**config.mk**
```make
export PLATFORM = sky130hd
export DESIGN_NAME = pipe_ctrl
export DESIGN_NICKNAME = d
export VERILOG_FILES = /design/src/rtl/pipe_ctrl.sv
export SDC_FILE = /design/constraint.sdc
export NUM_CORES = 1
export LEC_CHECK = 0
export CAP_MARGIN = 40
export CORE_MARGIN = 2
export CORE_UTILIZATION = 35
export CTS_BUF_LIST = sky130_fd_sc_hd__clkbuf_8
export CTS_CLUSTER_DIAMETER = 100
export DETAILED_ROUTE_END_ITERATION = 10
export PLACE_DENSITY_LB_ADDON = 0.05
export SLEW_MARGIN = 0
export SYNTH_ARGS = -nofsm -noshare
export SYNTH_HDL_FRONTEND = slang
export SYNTH_SLANG_ARGS = --single-unit
```
**constraint.sdc**
```tcl
create_clock -name clk -period 5.16 [get_ports clk]
set_clock_uncertainty 0.15 [all_clocks]
set_input_delay 0.516 -clock clk [delete_from_list [all_inputs] [get_ports clk]]
set_output_delay 0.516 -clock clk [all_outputs]
set_load 0.01 [all_outputs]
```
**src/rtl/pipe_ctrl.sv**
```systemverilog
// Pipeline control for the 5-stage sMIPS core: stall arbitration, exception flush,
// mispredict redirect and stall watchdog. Optional perf counter: PIPE_PERF_CNT_EN.
module pipe_ctrl #(
    parameter int FLUSH_CYCLES  = 1,
    parameter int STALL_TIMEOUT = 1024,
    parameter int TO_W          = 11
) (
    input  logic        clk,
    input  logic        rst,
    input  logic        stallreq_if,
    input  logic        stallreq_id,
    input  logic        stallreq_ex,
    input  logic        stallreq_mem,
    input  logic [31:0] excepttype_i,
    input  logic [31:0] cp0_epc_i,
    input  logic        mispredict_i,
    input  logic [31:0] redirect_pc_i,
    output logic [5:0]  stall,
    output logic        flush,
    output logic [31:0] new_pc,
    output logic        redirect,
    output logic        stall_timeout,
    output logic [31:0] stall_cycles
);

    localparam logic [31:0]     ZERO_WORD  = 32'h0000_0000;
    localparam logic [31:0]     EXC_ERET   = 32'h0000_000e;
    localparam logic [31:0]     EXC_VECTOR = 32'h0000_0020;
    localparam logic            MULTI_FLUSH = (FLUSH_CYCLES > 1);
    localparam logic [1:0]      FLUSH_LOAD  = (FLUSH_CYCLES > 1) ? 2'(FLUSH_CYCLES - 2) : 2'd0;
    localparam logic [TO_W-1:0] TO_LIMIT   = TO_W'(STALL_TIMEOUT);
    localparam logic [TO_W-1:0] TO_LAST    = TO_W'(STALL_TIMEOUT - 1);

    typedef enum logic [1:0] {
        ST_RUN   = 2'd0,
        ST_FLUSH = 2'd1
    } state_t;

    state_t      state, state_next;
    logic [1:0]  flush_cnt;
    logic [31:0] flush_pc;
    logic        pend_valid;
    logic [31:0] pend_pc;
    logic [5:0]  stall_enc;
    logic        exc_valid;
    logic        exc_entry;
    logic        run_clean;
    logic        fire_redirect;
    logic [31:0] exc_target;
    logic [31:0] redirect_target;
    logic [TO_W-1:0] to_cnt;

    assign exc_valid       = (excepttype_i != ZERO_WORD);
    assign exc_entry       = (state == ST_RUN) && exc_valid;
    assign run_clean       = (state == ST_RUN) && !exc_valid;
    assign exc_target      = (excepttype_i == EXC_ERET) ? cp0_epc_i : EXC_VECTOR;
    // A mispredict seen in the current cycle is newer than any held one.
    assign redirect_target = mispredict_i ? redirect_pc_i : pend_pc;
    assign fire_redirect   = run_clean && !stallreq_mem && (mispredict_i || pend_valid);

    always_comb begin
        if (stallreq_mem)     stall_enc = 6'b011111;
        else if (stallreq_ex) stall_enc = 6'b001111;
        else if (stallreq_id) stall_enc = 6'b000111;
        else if (stallreq_if) stall_enc = 6'b000011;
        else                  stall_enc = 6'b000000;
    end

    always_ff @(posedge clk or posedge rst) begin
        if (rst) state <= ST_RUN;
        else     state <= state_next;
    end

    // The entry cycle is itself the first flush cycle, so a single-cycle flush never leaves RUN.
    always_comb begin
        state_next = ST_RUN;
        case (state)
            ST_RUN:   state_next = (exc_valid && MULTI_FLUSH) ? ST_FLUSH : ST_RUN;
            ST_FLUSH: state_next = (flush_cnt == 2'd0) ? ST_RUN : ST_FLUSH;
            default:  state_next = ST_RUN;
        endcase
    end

    always_comb begin
        stall    = 6'b000000;
        flush    = 1'b0;
        new_pc   = ZERO_WORD;
        redirect = 1'b0;
        if (!rst) begin
            case (state)
                ST_RUN: begin
                    if (exc_valid) begin
                        flush  = 1'b1;
                        new_pc = exc_target;
                    end else begin
                        stall = stall_enc;
                        if (fire_redirect) begin
                            redirect = 1'b1;
                            new_pc   = redirect_target;
                        end
                    end
                end
                ST_FLUSH: begin
                    flush  = 1'b1;
                    new_pc = flush_pc;
                end
                default: ;
            endcase
        end
    end

    always_ff @(posedge clk or posedge rst) begin
        if (rst) begin
            flush_cnt <= 2'd0;
            flush_pc  <= ZERO_WORD;
        end else if (exc_entry) begin
            flush_cnt <= FLUSH_LOAD;
            flush_pc  <= exc_target;
        end else if (state == ST_FLUSH && flush_cnt != 2'd0) begin
            flush_cnt <= flush_cnt - 2'd1;
        end
    end

    // One-entry hold for a redirect that arrived while the memory stage was stalled.
    always_ff @(posedge clk or posedge rst) begin
        if (rst) begin
            pend_valid <= 1'b0;
            pend_pc    <= ZERO_WORD;
        end else if (exc_entry) begin
            pend_valid <= 1'b0;
        end else if (run_clean) begin
            if (stallreq_mem && mispredict_i) begin
                pend_valid <= 1'b1;
                pend_pc    <= redirect_pc_i;
            end else if (!stallreq_mem) begin
                pend_valid <= 1'b0;
            end
        end
    end

    always_ff @(posedge clk or posedge rst) begin
        if (rst) begin
            to_cnt        <= '0;
            stall_timeout <= 1'b0;
        end else if (stall != 6'b000000) begin
            if (to_cnt != TO_LIMIT) to_cnt <= to_cnt + 1'b1;
            if (to_cnt >= TO_LAST)  stall_timeout <= 1'b1;
        end else begin
            to_cnt <= '0;
        end
    end

`ifdef PIPE_PERF_CNT_EN
    always_ff @(posedge clk or posedge rst) begin
        if (rst)           stall_cycles <= ZERO_WORD;
        else if (stall[0]) stall_cycles <= stall_cycles + 32'd1;
    end
`else
    assign stall_cycles = ZERO_WORD;
`endif

endmodule

```
Word-level counts from Yosys, hierarchy flattened
Cells that the tools add are included.
W data, S select, Z words.
- word-level logic and storage cells: 65
- bits in registers: 81
- bits of input ports: 103
- multiplexer cells: 30
- add/sub/neg operators: 2
- equal/unequal tests: 5
- bitwise gates (word level): 1
- magnitude comparators: 1
- reduce and logical (&&, ||, !) cells: 19
- operators with widths (operator ; count):
    $mux W32 ; 5
    $pmux W32 S2 ; 1
    $eq A32 B4 Y1 const B ; 1
    $reduce_bool A32 Y1 ; 1
    $mux W11 ; 2
    $mux W6 ; 3
    $mux W1 ; 12
    $add A11 B1 Y11 const B ; 1
    $ge A11 B10 Y1 const B ; 1
    $ne A11 B11 Y1 const B ; 1
    $logic_and A1 B1 Y1 ; 6
    $mux W2 ; 3
    $reduce_bool A2 Y1 ; 3
    $reduce_bool A6 Y1 ; 1
    $mux W5 ; 1
    $logic_not A2 Y1 ; 2
    $mux W4 ; 1
    $reduce_and A2 Y1 ; 2
    $mux W3 ; 1
    $ne A3 B1 Y1 const B ; 1
    $reduce_and A3 Y1 ; 1
    $eq A2 B1 Y1 const B ; 1
    $logic_not A1 Y1 ; 2
    $ne A2 B1 Y1 const B ; 1
    4 further kinds ; 4

Logic depth before layout (Yosys ltp)
- depth after elaboration: 9
- depth in mapped cells: 7
- mapped depth without buffers: 6

Least setup slack after synthesis
OpenSTA, ideal clock, no wires.
- path kind: input to output
- start: input port rst
- end: output port new_pc[5]
- setup slack: 1.708 ns
- cell stages on the path: 3
- arrival time: 2.786 ns
- buffers on the path: 0
- cell sequence: inv_1 o21ai_0 o22ai_1
- cells in the longest elaborated chain, start to end: 1
- RTL lines (element ; line ; text):
    start, declared ; 9 ; input logic rst,
    $mux W32 ; 89 ; if (!rst) begin
    end, declared ; 20 ; output logic [31:0] new_pc,
No other way between the ends.

Final worst setup path
- start: input port excepttype_i[25]
- end: output port new_pc[25]
- cells in the longest elaborated chain, start to end: 9
- elaborated cells on any way between the ends: 11
- classes of those cells: 1 x eq/ne; 5 x mux; 5 x reduce/logical
- RTL lines (element ; line ; text):
    start, declared ; 14 ; input logic [31:0] excepttype_i,
    $reduce_bool A32 Y1 ; 53 ; assign exc_valid = (excepttype_i != ZERO_WORD);
    $logic_not A1 Y1 ; 55 ; assign run_clean = (state == ST_RUN) && !exc_valid;
    $logic_and A1 B1 Y1 ; 55 ;
    $logic_and A1 B1 Y1 (2 in series) ; 59 ; assign fire_redirect = run_clean && !stallreq_mem && (mispredict_i || pend_valid);
    $mux W32 ; 97 ; if (fire_redirect) begin
    $mux W32 (*) ; 92 ; if (exc_valid) begin
    $pmux W32 S2 (*) ; 90 ; case (state)
    $mux W32 (*) ; 89 ;
Mark *: on every way between the ends. The rest lies on a longest branch, timed or not.

==> metrics.txt <==
clk root buf clkbuf_8; sw power 298 uW; worst path required time 4.49 ns; Syn Area/Cell 11.0 um2; initial drt markers 247; Area Growth Syn to Fin 34.9%; first-pass GRT wire length 20300 um; Hold Crit Start flush_cnt[0]; Pwr per Cell Area 194 nW/um2; die area 14700 um2; DRC violations left 0; htree depth 3; hold depth 1; Clock Pin Slew Worst Setup and Hold Paths 0.08 ns; Post-DP HPWL 8810 um; total wire length 12500 um; FF-to-FF Start state[0]; Sum Neg Setup Slack 0 ns; top cell type by total area after synthesis dfrtp_1; vias in the first global route 3900; layout cells sized above 1 17.7%; largest net degree at the start of global routing 47; row count 42; hold violation total from the final report 0; clock tree from TritonCTS done; synthesized area 4790 um2; Seq cells post-synth 80; Initial Util 36.1%; clk sinks 80; initial antenna violation count 1; Critical path origin excepttype_i[25]; nets 676; Final Critical Period 4.45 ns; Crit Path Category input port to output port; Achievable Freq 0.225 GHz; clock buffer count from CTS 9; clock power share 37.4%; Multi-input gate area 2390 um2; core area 13300 um2; Primary FF master, synth dfrtp_1; worst relative slew slack 58.9%; port bufs 142; FF-to-FF path depth 5; Clock Tree Buf Depth 2; Logic pwr share 12.7%; cell count after placement 735; Startpoint Class input port; Die Y 121 um; max-slew violations 0; critical path endpoint category output port; Least-Margin Pin Slew 0.616 ns; Yosys top cell area share 41.8%; Critical Path Fanout Max 19; run status finished, final reports clean; Worst Hold End flush_cnt[0]; Post-synth EDFFs 0; reg2reg end pend_pc[7]; clk_lat worst skew 0.35 ns; period utilization 86.2%; Finished Layout Cells 752; YS warnings 0; Final setup violation count 0; Internal 958 uW; vias post-DR 3705; Final ANT Viol Nets 0; die width 121 um; total gr overflow 0; Reg power frac 49.9%; Sw Ratio 23.7%; Synth Instances 436; VDD IR-drop max 0.0875 mV; Total GRT Usage 17.8%; R2R setup slack 3.11 ns; RSZ-0062 raised after global routing false; max-cap violation count 0; fill cell count 1235; Worst EP arrival 3.78 ns; Via density 4.93; WL/cell 16.6 um; cells resized by post-CTS repair 0; # hold bufs at CTS 0; leakage power 0.00291 uW; drt first pass iters 4; register area share after synthesis 41.8%; GPL Wtd Cong 0.833; hold crit path type register to register; I/O pins 176; post-synth cell types 47; asr flop ratio synth 100%; FF/Latch Area 2000 um2; top post-synthesis cells by area dfrtp_1, o221ai_2, mux2_2; post-CTS setup buffer count 0
power by group through the flow:
stage / combinational [uW] / clock, uW / sequential (uW)
2_1_floorplan: 73.5 / 0 / 639
3_3_place_gp: 158 / 0 / 639
3_5_place_dp: 162 / 0 / 639
4_1_cts: 162 / 494 / 626
5_1_grt: 175 / 516 / 626
6_report: 160 / 470 / 626
routing by layer:
metal / vias up / wire length (um) / GRT usage, %
met5: - / 0 / 0
met4: 0 / 178 / 6.69
met3: 11 / 648 / 3.57
met2: 108 / 6140 / 29.7
met1: 1811 / 5530 / 22.7
li1: 1775 / - / -
cell usage after synthesis, types with 3 or more instances:
| master | count |
|---|---|
| buf_2 | 13 |
| xor2_1 | 7 |
| mux2_1 | 3 |
| nand3_1 | 6 |
| inv_1 | 41 |
| a22o_1 | 31 |
| ha_1 | 3 |
| nand2_1 | 38 |
| nand4_1 | 4 |
| nor3_1 | 3 |
| buf_6 | 3 |
| buf_4 | 34 |
| nor2_1 | 21 |
| clkbuf_1 | 11 |
| o221ai_2 | 30 |
| a21oi_1 | 3 |
| and4_1 | 3 |
| dfrtp_1 | 80 |
| mux2i_1 | 32 |
| mux2_2 | 29 |
| nor4_1 | 5 |
| nor4_4 | 6 |
logic make-up (layout without fill, tap and decap cells):
kind of cell / count (synthesis) / count (layout) / share of synthesized area (%)
AO/OA/AOI/OAI: 76 / 76 / 17.4
XOR/XNOR: 9 / 9 / 1.64
adder cells (fa/ha/maj): 3 / 3 / 0.783
buffers and inverters: 102 / 209 / 11.5
flip-flops: 80 / 80 / 41.8
multiplexers: 64 / 64 / 14.2
other: 1 / 34 / 0.0782
AND/OR/NAND/NOR: 101 / 101 / 12.7
final cells by class:
cell class,count,area share (%)
Inverter,41,2.40
Sequential cell,80,30.9
Tap cell,176,3.40
Clock inverter,5,0.735
Antenna cell,1,0.0387
Timing Repair Buffer,152,23.2
Multi-Input combinational cell,286,36.9
Clock buffer,11,2.34
worst max-delay path: stages:
cell and delay (ns):
clkdlybuf4s50_1 0.45, nor4_4 0.31, nand4_2 0.31, or4_2 1.09, buf_4 0.34, o221ai_2 0.19
clkdlybuf4s50_1 0.57
sequential cells by signal, indices dropped and copies added, names as in the netlist:
register,count
state,1
pend_valid,1
flush_pc,32
stall_timeout,1
pend_pc,32
to_cnt,11
flush_cnt,2
cell usage in the layout, fill, tap and decap left out, drive strengths merged, types with 6 or more instances in the layout:
master and count:
a22o 31, buf 11, clkbuf 11, clkdlybuf4s50 141, conb 33, dfrtp 80
inv 42, mux2 32, mux2i 32, nand2 38, nand3 6, nand4 6
nor2 21, nor4 12, o221ai 31, xor2 7
how the worst max path moves through the flow:
stage	endpoint	slack, ns	cells after the start
global placement	new_pc[23]	0.76	7
floorplan	new_pc[5]	1.71	3
detailed placement	new_pc[25]	0.69	7
CTS	new_pc[25]	0.68	7
global route	new_pc[25]	0.54	7
finish	new_pc[25]	0.71	7
through the flow:
| step | setup slack (ns) | cell area (um2) | power [uW] | hold slack, ns | utilization (%) |
|---|---|---|---|---|---|
| CTS | 0.677 | 6470 | 1280 | 0.332 | 48.6 |
| floorplan | 1.71 | 4910 | 712 | 0.290 | - |
| global route | 0.539 | 6470 | 1320 | 0.350 | 48.7 |
| global placement | 0.756 | 6250 | 797 | 0.303 | 47.0 |
| detailed placement | 0.686 | 6270 | 800 | 0.317 | 47.1 |
| finish | 0.711 | 6470 | 1260 | 0.326 | 48.7 |
(Power assumes the default switching activity.)
